**config.mk**
```make
export PLATFORM = sky130hd
export DESIGN_NAME = chacha_key_assembler
export DESIGN_NICKNAME = d
export VERILOG_FILES = /design/src/rtl/chacha_key_assembler.sv
export SDC_FILE = /design/constraint.sdc
export NUM_CORES = 1
export LEC_CHECK = 0
export CORE_MARGIN = 4
export CORE_UTILIZATION = 35
export CTS_CLUSTER_SIZE = 28
export DETAILED_ROUTE_END_ITERATION = 16
export PLACE_DENSITY_LB_ADDON = 0.2
export SYNTH_ARGS = -nofsm -noshare
export SYNTH_HDL_FRONTEND = slang
export SYNTH_SLANG_ARGS = --single-unit
```
**constraint.sdc**
```tcl
create_clock -name i_clk -period 7.3 [get_ports i_clk]
set_input_delay 1.095 -clock i_clk [delete_from_list [all_inputs] [get_ports i_clk]]
set_output_delay 1.095 -clock i_clk [all_outputs]
set_load 0.005 [all_outputs]
```
**src/rtl/chacha_key_assembler.sv**
```systemverilog
// chacha_key_assembler: gathers WORDS random words into a ChaCha20 key, handed off via valid/ack.
// Define CHACHA_KEY_DEDUP_EN to drop accepted words that repeat the last stored word.
module chacha_key_assembler #(
  parameter int N     = 32,
  parameter int WORDS = 8
) (
  input  logic                   i_clk,
  input  logic                   i_rst_n,
  input  logic [N-1:0]           i_rand_word,
  input  logic                   i_rand_ready,
  input  logic                   i_key_ack,
  output logic [WORDS*N-1:0]     o_key_out,
  output logic                   o_key_valid,
  output logic [$clog2(WORDS):0] o_word_cnt,
  output logic [7:0]             o_drop_cnt,
  output logic                   o_stuck_err
);
  localparam int CW = $clog2(WORDS) + 1;
  typedef enum logic {COLLECT, HOLD} state_t;
  state_t r_state, w_next;
  logic r_ready_q;
  logic [WORDS*N-1:0] r_shadow, w_merged;
  logic w_accept, w_dup, w_store, w_done, w_ack;
  logic [CW-1:0] w_idx;
  assign w_accept = i_rand_ready & ~r_ready_q;
  assign w_ack    = (r_state == HOLD) & o_key_valid & i_key_ack;
  // an accept that coincides with the ack in HOLD becomes word 0 of the next key
  assign w_idx    = (r_state == HOLD) ? '0 : o_word_cnt;
  assign w_store  = w_accept & ~w_dup & ((r_state == COLLECT) | w_ack);
  assign w_done   = w_store & (w_idx == CW'(WORDS - 1));
  assign w_next   = w_done ? HOLD : (w_ack ? COLLECT : r_state);
`ifdef CHACHA_KEY_DEDUP_EN
  logic [N-1:0] r_last;
  logic         r_have_last;
  assign w_dup = (r_state == COLLECT) & r_have_last & (i_rand_word == r_last);
  always_ff @(posedge i_clk or negedge i_rst_n)
    if (!i_rst_n) begin
      r_last      <= '0;
      r_have_last <= 1'b0;
      o_stuck_err <= 1'b0;
    end else begin
      if (w_store) begin
        r_last      <= i_rand_word;
        r_have_last <= 1'b1;
      end
      if (w_accept & w_dup) o_stuck_err <= 1'b1;
    end
`else
  assign w_dup       = 1'b0;
  assign o_stuck_err = 1'b0;
`endif
  always_comb begin
    w_merged = r_shadow;
    w_merged[w_idx*N +: N] = i_rand_word;
  end
  always_ff @(posedge i_clk or negedge i_rst_n)
    if (!i_rst_n) r_state <= COLLECT;
    else r_state <= w_next;
  always_ff @(posedge i_clk or negedge i_rst_n)
    if (!i_rst_n) begin
      r_ready_q   <= 1'b0;
      r_shadow    <= '0;
      o_key_out   <= '0;
      o_key_valid <= 1'b0;
      o_word_cnt  <= '0;
      o_drop_cnt  <= '0;
    end else begin
      r_ready_q <= i_rand_ready;
      if (w_store) r_shadow <= w_merged;
      if (w_done) begin
        o_key_out   <= w_merged;
        o_key_valid <= 1'b1;
        o_word_cnt  <= '0;
      end else begin
        if (w_ack) o_key_valid <= 1'b0;
        if (w_store) o_word_cnt <= w_idx + 1'b1;
      end
      if ((r_state == HOLD) & w_accept & ~w_ack & (o_drop_cnt != 8'hFF))
        o_drop_cnt <= o_drop_cnt + 8'd1;
    end
endmodule

```
==> results.py <==
metrics = {
    "run_status": {
        "status": "complete, no violations",
    },
    "grt": {
        "grt_pass1_wl_microns": 94800,
        "grt_remaining_overflow": 0,
        "grt_usage_pct": 18.2,
        "first_global_vias": 15000,
        "antenna_found_initial": 2,
        "grt_max_degree": 162,
    },
    "setup_path": {
        "crit_arrival_ns": 4.41,
        "critPathMaxFanout": 32,
        "cp.required_ns": 7.76,
        "cp-start-kind": "register",
        "cp-end-kind": "register",
        "critPathKind": "reg -> reg",
    },
    "routing": {
        "vias": 14600,
        "drt_wl_total_microns": 61900,
        "avgRoutedWirePerCell_microns": 21.3,
        "wl_met1_microns": 29100,
        "route.detailed.drc": 0,
        "viasPerCell": 5.02,
        "first_iter_violations": 936,
        "ant_nets": 0,
        "top_layer": "met5",
        "wl_met3_microns": 3200,
        "met2_length_microns": 28600,
        "drt_pass1_iterations": 5,
    },
    "job": {
        "max_cap_viol_count": 0,
    },
    "sta": {
        "grt_setup_unrepaired": "false",
        "clock_skew_ns": 0.0192,
        "fin_crit_sh_pct": 54.1,
        "slew_headroom_pct": 28.5,
        "drv_slew": 0,
        "worst_pin_slew_ns": 1.07,
        "setup_violations": 0,
        "finalHoldViolCount": 0,
        "setup_tns_ns": 0,
        "min_period_ns": 3.95,
        "max_clock_freq_mhz": 253,
    },
    "clocking": {
        "clk_path_buf_depth": 3,
        "ctsHoldBuffers": 0,
        "root_buffer": "clkbuf_16",
        "cts_resized": 0,
        "cts_tree": "built",
        "post_cts_buffers": 0,
        "clock_sinks": 526,
        "cts_buffers": 57,
        "clk_latency_ns": 0.60,
        "htree_levels": 2,
        "clk_pin_slew_ns": 0.06,
    },
    "die": {
        "placementRows": 91,
        "die_x_microns": 259,
        "core_area_sq_um": 62100,
        "dieArea_sq_um": 67200,
        "io_pins": 306,
        "start_util_pct": 35.6,
        "die_height_microns": 259,
    },
    "synthesis": {
        "ys_ff_latch": 526,
        "synthTopCellsByCount": "dfrtp_1 (526), nand2_1 (271), mux2_2 (163)",
        "synth_top_cell_by_area": "dfrtp_1",
        "syn_area_sq_um": 22100,
        "netlist_instances": 1791,
        "netlist.area_leader.share_pct": 59.6,
        "post-synth-top-count-cell": "dfrtp_1",
        "synthDistinctLibCells": 47,
        "synth_nets": 1831,
        "syn_avg_cell_area_sq_um": 12.3,
        "ys_warn_count": 0,
        "synthTopCellsByArea": "dfrtp_1 (60%), mux2_2 (8.3%), mux2i_1 (5.8%)",
        "yosysSeqAreaShare_pct": 59.6,
        "ys_async_sr_fraction_pct": 100,
        "synth-main-ff-cell": "dfrtp_1",
        "synth_edf_count": 0,
    },
    "layout": {
        "drive_gt1_share_pct": 16.2,
        "final_nets": 2068,
        "diodes": 0,
        "area_delta_synth_final_pct": 25.7,
        "final_util_pct": 44.8,
    },
    "pwr": {
        "p_leak_nw": 13.1,
        "vdd_ir_drop_max_v": 0.000167,
        "powerDensity_nw_per_um2": 301,
    },
    "place": {
        "place_congestion": 0.814,
        "dp_hpwl_microns": 39700,
        "port_buffers": 304,
    },
    "hold_path": {
        "hold_class": "reg -> reg",
    },
}
## power breakdown
part / internal (mW) / leakage [nW] / switching [mW]
Combinational: 0.790 / 5.06 / 0.625
Clock: 1.93 / 1.03 / 1.19
Sequential: 3.49 / 7.02 / 0.322
## sequential cells by signal (all words and copies together) (netlist names)
register    flops
r_shadow      256
o_word_cnt      4
r_ready_q       1
r_state         1
o_key_out     256
o_drop_cnt      8
## cell families after synthesis
group           synth area share (%)
simple gates                    9.15
fa+ha+maj                      0.227
mux                             19.5
other cells                   0.0170
compound gates                  7.78
buf+inv                         3.39
flops                           59.6
xor+xnor                       0.391
## worst paths after layout
| kind | startpoint | end | slack (ns) | cells past startpoint |
|---|---|---|---|---|
| max | o_word_cnt[0] | r_shadow[104] | 3.35 | 6 |
| min | r_shadow[18] | o_key_out[18] | 0.47 | 2 |
| max reg2reg | o_word_cnt[0] | r_shadow[104] | 3.35 | 6 |
| min reg2reg | r_shadow[18] | o_key_out[18] | 0.47 | 2 |
| max in group asynchronous | i_rst_n | r_shadow[18] | 5.35 | 2 |
| min in group asynchronous | i_rst_n | o_key_out[68] | 0.54 | 1 |
## placed cells by master, fill, tap and decap left out, types with 5 or more instances in the layout
master           Yosys  routed
nor3_1               5       5
mux2_2             163     163
mux2_4              30      30
clkinv_2             0      15
nand3_1              7       5
mux2i_1            129     129
buf_4                5      20
and2_0              64      64
dfrtp_1            526     526
nand2b_1             5       5
nor2_1              39      39
a221o_1             64      64
xor2_1               6       6
and2_1              34      32
clkbuf_8             0      19
mux2_1              64      64
bufinv_16            0       9
clkbuf_1            76       5
a21oi_1             65      64
clkbuf_16            0      57
o21ai_0            128     128
nand2_1            271     269
clkdlybuf4s50_1      0     303
## stage by stage
stage	setup WS (ns)	instance area, sq um	std cells	hold slack (ns)	total power [mW]
after floorplan	4.46	22100	1791	0.432	4.74
final	3.35	27800	2911	0.465	8.35
after global placement	3.59	25700	2806	0.445	5.23
after detailed placement	3.38	25700	2806	0.456	5.29
after CTS	3.34	27800	2911	0.468	8.46
after global routing	3.16	27800	2911	0.495	8.78
## layout make-up
class	count	area, sq um
multi-input combinational	1112	8240
fill	5736	34300
sequential	526	13200
clock inverter	24	345
inverter	4	15.0
tap	837	1050
clock buffer	81	1710
timing repair buffer	327	3260
## critical path, stage by stage, from the launching register on
cell	delay, ns
dfrtp_1	0.57
nor3_1	0.13
or2_2	0.29
ha_1	0.38
nor4bb_1	0.88
nand3_2	0.97
mux2_2	0.60
## per-layer routing
layer | global-route usage [%] | vias to the layer above
li1 | - | 6651
met1 | 26.4 | 7554
met2 | 28.8 | 347
met3 | 3.12 | 55
met4 | 3.85 | 2
met5 | 0 | -
Power figures use the tool's default switching activity.
